[config.mk]
export PLATFORM = sky130hd
export DESIGN_NAME = register_bank_writer_flat
export DESIGN_NICKNAME = d
export VERILOG_FILES = /design/src/rtl/register_bank_writer_pkg.sv /design/src/rtl/register_bank_writer_if.sv /design/src/rtl/register_bank_writer_onehot_decoder.sv /design/src/rtl/register_bank_writer.sv /design/src/flat_wrapper.sv
export SDC_FILE = /design/constraint.sdc
export NUM_CORES = 1
export LEC_CHECK = 0
export CAP_MARGIN = 20
export CORE_ASPECT_RATIO = 0.7
export CORE_MARGIN = 2
export CORE_UTILIZATION = 40
export DETAILED_ROUTE_END_ITERATION = 10
export PLACE_DENSITY = 0.76
export SYNTH_ARGS = -nofsm -noshare
export SYNTH_HDL_FRONTEND = slang
export SYNTH_HIERARCHICAL = 1
export SYNTH_SLANG_ARGS = --single-unit
[constraint.sdc]
create_clock -name clk_in -period 1.65 [get_ports clk_in]
set_input_delay 0.2475 -clock clk_in [delete_from_list [all_inputs] [get_ports clk_in]]
set_output_delay 0.2475 -clock clk_in [all_outputs]
set_load 0.05 [all_outputs]
[src/rtl/register_bank_writer_pkg.sv]
// Shared types and width helpers for the register bank write sequencer.
// The abort input is only present when RBW_ABORT_EN is defined.
package register_bank_pkg;

  typedef enum logic [1:0] {
    IDLE  = 2'd0,
    WRITE = 2'd1,
    DONE  = 2'd2
  } state_t;

  localparam int DEF_NUM_REGS = 8;
  localparam int DEF_DATA_W   = 8;

  function automatic int calc_addr_w(input int num_regs);
    return (num_regs < 2) ? 1 : $clog2(num_regs);
  endfunction

  function automatic int calc_len_w(input int num_regs);
    return $clog2(num_regs) + 1;
  endfunction

endpackage

[src/rtl/register_bank_writer_if.sv]
// Request, data-beat and bank-side signals of the write sequencer.
// abort_in exists only when RBW_ABORT_EN is defined.
interface register_bank_writer_if
  import register_bank_pkg::*;
#(
  parameter int NUM_REGS = DEF_NUM_REGS,
  parameter int DATA_W   = DEF_DATA_W
);
  localparam int ADDR_W = calc_addr_w(NUM_REGS);
  localparam int LEN_W  = calc_len_w(NUM_REGS);

  logic                req_valid_in;
  logic                req_ready_out;
  logic [ADDR_W-1:0]   req_addr_in;
  logic [LEN_W-1:0]    req_len_in;
  logic                wr_valid_in;
  logic                wr_ready_out;
  logic [DATA_W-1:0]   wr_data_in;
  logic [NUM_REGS-1:0] ce_out;
  logic [DATA_W-1:0]   d_out;
  logic                busy_out;
  logic                done_out;
  logic                err_out;
`ifdef RBW_ABORT_EN
  logic                abort_in;
`endif

  modport master (
`ifdef RBW_ABORT_EN
    output abort_in,
`endif
    output req_valid_in, req_addr_in, req_len_in, wr_valid_in, wr_data_in,
    input  req_ready_out, wr_ready_out, ce_out, d_out, busy_out, done_out, err_out
  );

  modport slave (
`ifdef RBW_ABORT_EN
    input  abort_in,
`endif
    input  req_valid_in, req_addr_in, req_len_in, wr_valid_in, wr_data_in,
    output req_ready_out, wr_ready_out, ce_out, d_out, busy_out, done_out, err_out
  );

endinterface

[src/rtl/register_bank_writer_onehot_decoder.sv]
// Combinational address to one-hot enable decoder; the parent registers the result.
module onehot_decoder #(
  parameter int ADDR_W   = 3,
  parameter int NUM_REGS = 8
) (
  input  logic [ADDR_W-1:0]   addr,
  output logic [NUM_REGS-1:0] onehot
);

  always_comb begin
    onehot = '0;
    for (int i = 0; i < NUM_REGS; i++) begin
      onehot[i] = (addr == ADDR_W'(i));
    end
  end

endmodule

[src/rtl/register_bank_writer.sv]
// Burst write sequencer driving one-hot clock enables and shared data into a register bank.
// Define RBW_ABORT_EN to add an abort input that ends a burst early.
//
// state | meaning
// IDLE  | accepting burst requests; malformed ones pulse err_out
// WRITE | accepting data beats, one registered ce per beat
// DONE  | one-cycle done_out pulse (final ce still visible), then IDLE
module register_bank_writer
  import register_bank_pkg::*;
#(
  parameter int NUM_REGS = DEF_NUM_REGS,
  parameter int DATA_W   = DEF_DATA_W
) (
  input logic                   clk_in,
  input logic                   rst_n_in,
  register_bank_writer_if.slave bus
);

  localparam int ADDR_W = calc_addr_w(NUM_REGS);
  localparam int LEN_W  = calc_len_w(NUM_REGS);
  localparam logic [ADDR_W-1:0] LAST_ADDR = ADDR_W'(NUM_REGS - 1);
  localparam logic [LEN_W-1:0]  MAX_LEN   = LEN_W'(NUM_REGS);

  state_t              state;
  logic [ADDR_W-1:0]   addr;
  logic [LEN_W-1:0]    count;
  logic [NUM_REGS-1:0] ce_r;
  logic [NUM_REGS-1:0] addr_onehot;
  logic [DATA_W-1:0]   d_r;
  logic                done_r;
  logic                err_r;
  logic                abort_now;

`ifdef RBW_ABORT_EN
  assign abort_now = (state == WRITE) && bus.abort_in;
`else
  assign abort_now = 1'b0;
`endif

  onehot_decoder #(
    .ADDR_W  (ADDR_W),
    .NUM_REGS(NUM_REGS)
  ) u_dec (
    .addr  (addr),
    .onehot(addr_onehot)
  );

  always_ff @(posedge clk_in or negedge rst_n_in) begin
    if (!rst_n_in) begin
      state  <= IDLE;
      addr   <= '0;
      count  <= '0;
      ce_r   <= '0;
      d_r    <= '0;
      done_r <= 1'b0;
      err_r  <= 1'b0;
    end else begin
      ce_r   <= '0;
      done_r <= 1'b0;
      err_r  <= 1'b0;
      case (state)
        IDLE: begin
          if (bus.req_valid_in) begin
            if ((bus.req_len_in == '0) || (bus.req_len_in > MAX_LEN)) begin
              err_r <= 1'b1;
            end else begin
              addr  <= bus.req_addr_in;
              count <= bus.req_len_in;
              state <= WRITE;
            end
          end
        end
        WRITE: begin
          // abort wins over a same-cycle beat: that beat is dropped
          if (abort_now) begin
            done_r <= 1'b1;
            err_r  <= 1'b1;
            state  <= DONE;
          end else if (bus.wr_valid_in) begin
            ce_r  <= addr_onehot;
            d_r   <= bus.wr_data_in;
            addr  <= (addr == LAST_ADDR) ? '0 : addr + ADDR_W'(1);
            count <= count - LEN_W'(1);
            if (count == LEN_W'(1)) begin
              done_r <= 1'b1;
              state  <= DONE;
            end
          end
        end
        DONE:    state <= IDLE;
        default: state <= IDLE;
      endcase
    end
  end

  assign bus.req_ready_out = rst_n_in && (state == IDLE);
  assign bus.wr_ready_out  = rst_n_in && (state == WRITE);
  assign bus.busy_out      = (state != IDLE);
  assign bus.ce_out        = ce_r;
  assign bus.d_out         = d_r;
  assign bus.done_out      = done_r;
  assign bus.err_out       = err_r;

endmodule

[src/flat_wrapper.sv]
// flat-port wrapper written by rule: the top's interface ports become plain ports
module register_bank_writer_flat import register_bank_pkg::*;
#(
  parameter int NUM_REGS = DEF_NUM_REGS,
  parameter int DATA_W   = DEF_DATA_W
)
  (clk_in, rst_n_in, bus_req_valid_in, bus_req_addr_in, bus_req_len_in, bus_wr_valid_in, bus_wr_data_in, bus_req_ready_out, bus_wr_ready_out, bus_ce_out, bus_d_out, bus_busy_out, bus_done_out, bus_err_out);
  register_bank_writer_if #(.NUM_REGS(NUM_REGS), .DATA_W(DATA_W)) bus_i ();
  input logic clk_in;
  input logic rst_n_in;
  input wire logic [$bits(bus_i.req_valid_in)-1:0] bus_req_valid_in;
  input wire logic [$bits(bus_i.req_addr_in)-1:0] bus_req_addr_in;
  input wire logic [$bits(bus_i.req_len_in)-1:0] bus_req_len_in;
  input wire logic [$bits(bus_i.wr_valid_in)-1:0] bus_wr_valid_in;
  input wire logic [$bits(bus_i.wr_data_in)-1:0] bus_wr_data_in;
  output wire logic [$bits(bus_i.req_ready_out)-1:0] bus_req_ready_out;
  output wire logic [$bits(bus_i.wr_ready_out)-1:0] bus_wr_ready_out;
  output wire logic [$bits(bus_i.ce_out)-1:0] bus_ce_out;
  output wire logic [$bits(bus_i.d_out)-1:0] bus_d_out;
  output wire logic [$bits(bus_i.busy_out)-1:0] bus_busy_out;
  output wire logic [$bits(bus_i.done_out)-1:0] bus_done_out;
  output wire logic [$bits(bus_i.err_out)-1:0] bus_err_out;
  assign bus_i.req_valid_in = bus_req_valid_in;
  assign bus_i.req_addr_in = bus_req_addr_in;
  assign bus_i.req_len_in = bus_req_len_in;
  assign bus_i.wr_valid_in = bus_wr_valid_in;
  assign bus_i.wr_data_in = bus_wr_data_in;
  assign bus_req_ready_out = bus_i.req_ready_out;
  assign bus_wr_ready_out = bus_i.wr_ready_out;
  assign bus_ce_out = bus_i.ce_out;
  assign bus_d_out = bus_i.d_out;
  assign bus_busy_out = bus_i.busy_out;
  assign bus_done_out = bus_i.done_out;
  assign bus_err_out = bus_i.err_out;
  register_bank_writer #(.NUM_REGS(NUM_REGS), .DATA_W(DATA_W)) u_core (.clk_in(clk_in), .rst_n_in(rst_n_in), .bus(bus_i));
endmodule
==> flow_summary.yaml <==
clock_tree:
  cts_made_buffers: 3
  cts_max_level: 1
  root_buffer: "clkbuf_8"
  insertion_delay_ps: 280
  clockBufferDepth: 2
  path_clk_slew_ps: 90
  cts.sinks: 27
  cts_hold_buf: 0
  cts_tree: "done"
critical_path:
  critPathMaxStageDelay_ps: 480
  start_kind: "register"
  crit_required_ps: 1400
  criticalPathCategory: "register to primary output"
  critical_path_arrival_ps: 1350
  slowest_stage: "dfrtp_2"
  path_cells: "or2_2 > nor2_2 > buf_12"
  crit_fanout: 10
  crit_path_end_kind: "primary output"
cells_and_area:
  area_growth_pct: 41.9
  layout_common_cells: "buf_4 (33), nand2_1 (31), dfrtp_1 (25)"
  fin_nets: 213
  final_common_cell: "buf_4"
  diodes: 0
  final_util_pct: 59.2
  design_area_sq_mm: 0.00186
  drive_gt1_share_pct: 28.0
global_routing:
  antenna_found_initial: 0
  grt_util_all_layers_pct: 16.7
  first_global_vias: 1076
  overflow: 0
  grt_max_degree: 28
  grt_pass1_wl_mm: 4.82
power_and_ir_drop:
  vdd_drop_max_uv: 657
  seq_power_share_pct: 33.3
  swShare_pct: 46.7
  power_density_mw_per_mm2: 1780
  comb_power_share_pct: 55.2
  p_int_w: 0.00177
  pwr-share-clk_pct: 11.5
  p_switching_w: 0.00155
  leakage_nw: 0.909
min_path:
  hold_path.class: "input port to asynchronous set/reset pin"
place:
  gp_congestion: 0.863
  dpl.hpwl_mm: 2.16
  portBuffers: 39
  placement.cell_area_sq_mm: 0.00177
run:
  maxCapViolCount: 0
synth:
  yosysSeqAreaShare_pct: 51.5
  synth-simple-area-share_pct: 29.6
  synth_fp_nets: 161
  synthAdderAreaFrac_pct: 3.81
  synth_xor_xnor_area_share_pct: 0
  syn_inst: 138
  syn_area_sq_mm: 0.00131
  synth_warnings: 6
  ys_types: 31
  synth-compound-area-share_pct: 10.2
  synthMuxAreaShare_pct: 1.53
  ys_ff_latch: 27
  synth_area_per_cell_sq_um: 9.51
  synth_top_family_by_area: "simple AND/OR/NAND/NOR gates"
detailed_routing:
  wire_per_inst_um: 13.1
  drtPass1Iterations: 4
  dr.first_iter.drc_count: 84
  vias: 1164
  routed_wl_mm: 2.98
  drc: 0
  routed_via_density: 5.13
  ant_nets: 0
sta:
  rsz0062_at_grt: "false"
  maxSlewViolCount: 0
  tightest_slew_ps: 346
  post-route-period-util_pct: 96.8
  clock_skew_ps: 4.51
  setup_viol: 0
  period_needed_ps: 1600
  max_freq_mhz: 626
  hold_viol: 0
  slew_headroom_pct: 77.0
  holdWs_ps: 374
status:
  status: "finished, final reports clean"
floorplan:
  dieHeight_um: 51.9
  die_x_um: 72.5
  placement_rows: 17
  die_area_sq_mm: 0.00376
  start_util_pct: 41.7
  ios: 40
  coreArea_sq_mm: 0.00315
power by group through the flow:
stage	registers, W	clock network [W]	logic, W
after floorplan	0.00151	0	0.000789
after global placement	0.00111	0	0.00169
after detailed placement	0.00112	0	0.00175
after CTS	0.00111	0.000390	0.00176
after global routing	0.00114	0.000421	0.00198
final	0.00110	0.000383	0.00183
final timing paths:
kind / from / cells after the start / slack [ps] / endpoint
worst max register to register: u_core/state[1] / 6 / 140 / u_core/count[0]
worst min register to register: u_core/bus.d_out[4] / 2 / 480 / u_core/bus.d_out[4]
max in group asynchronous: rst_n_in / 2 / 1000 / u_core/state[1]
min in group clk_in: u_core/bus.d_out[4] / 2 / 480 / u_core/bus.d_out[4]
worst min-delay path: rst_n_in / 2 / 370 / u_core/bus.ce_out[3]
worst max-delay path: u_core/state[0] / 3 / 50 / bus_req_ready_out
registers in the layout (all words and copies together) (netlist names):
register	flops
u_core/addr	3
u_core/bus.ce_out	8
u_core/bus.d_out	8
u_core/bus.done_out	1
u_core/bus.err_out	1
u_core/count	4
u_core/state	2
synthesized netlist by cell type, drive strengths merged:
cell	count	area share, %
and2	9	4.4
ha	4	3.8
mux2i	2	1.5
nand2	31	8.9
dfrtp	27	51
or2	2	0.95
clkbuf	3	0.86
nand2b	3	1.4
or4	1	0.86
o31ai	1	0.57
buf	3	1.3
a31oi	2	2.1
nor2	7	2.0
nor3b	6	3.4
o2bb2ai	1	0.67
nand3	2	0.76
inv	4	1.1
nand3b	1	0.57
o21ai	7	2.7
a211o	1	0.67
a21oi	8	3.1
and3	2	1.0
and3b	4	3.0
nor3	5	1.9
nor2b	1	0.48
o22ai	1	0.48
per-stage QoR:
stage	cells	total power, W	setup TNS [ps]	worst slack [ps]
floorplan	138	0.00230	0	5.73
global placement	219	0.00280	-905	-134
detailed placement	219	0.00287	-1330	-203
CTS	223	0.00326	0	9.48
global route	227	0.00354	0	10.6
finish	227	0.00332	0	53.5
cell families after synthesis:
family | count (synthesis)
simple gates | 74
flops | 27
compound gates | 21
buf+inv | 10
fa+ha+maj | 4
mux | 2
worst max-delay path: cells and delay by family (launching register included):
kind          cells  cell delay (ps)
flops             1              480
simple gates      2              450
buf+inv           1              150
cell type report:
class	instances	area (sq um)
fill	281	1280
sequential	27	678
clock buffer	3	41.3
timing repair buffer	53	468
multi-input combinational	101	606
clock inverter	1	7.51
inverter	4	15.0
tap	38	47.5
routing by layer:
layer | track usage (%) | wire length (um) | vias to the layer above
li1 | - | - | 562
met1 | 20.8 | 1330 | 550
met2 | 28.7 | 1420 | 48
met3 | 5.62 | 210 | 4
met4 | 2.78 | 19 | 0
met5 | 0 | 0 | -
repair_timing:
action                     4_1_cts  5_1_grt
gates resized for setup          3        1
buffers inserted                 0        4
setup endpoints to repair        2        2
(Power assumes the default switching activity.)
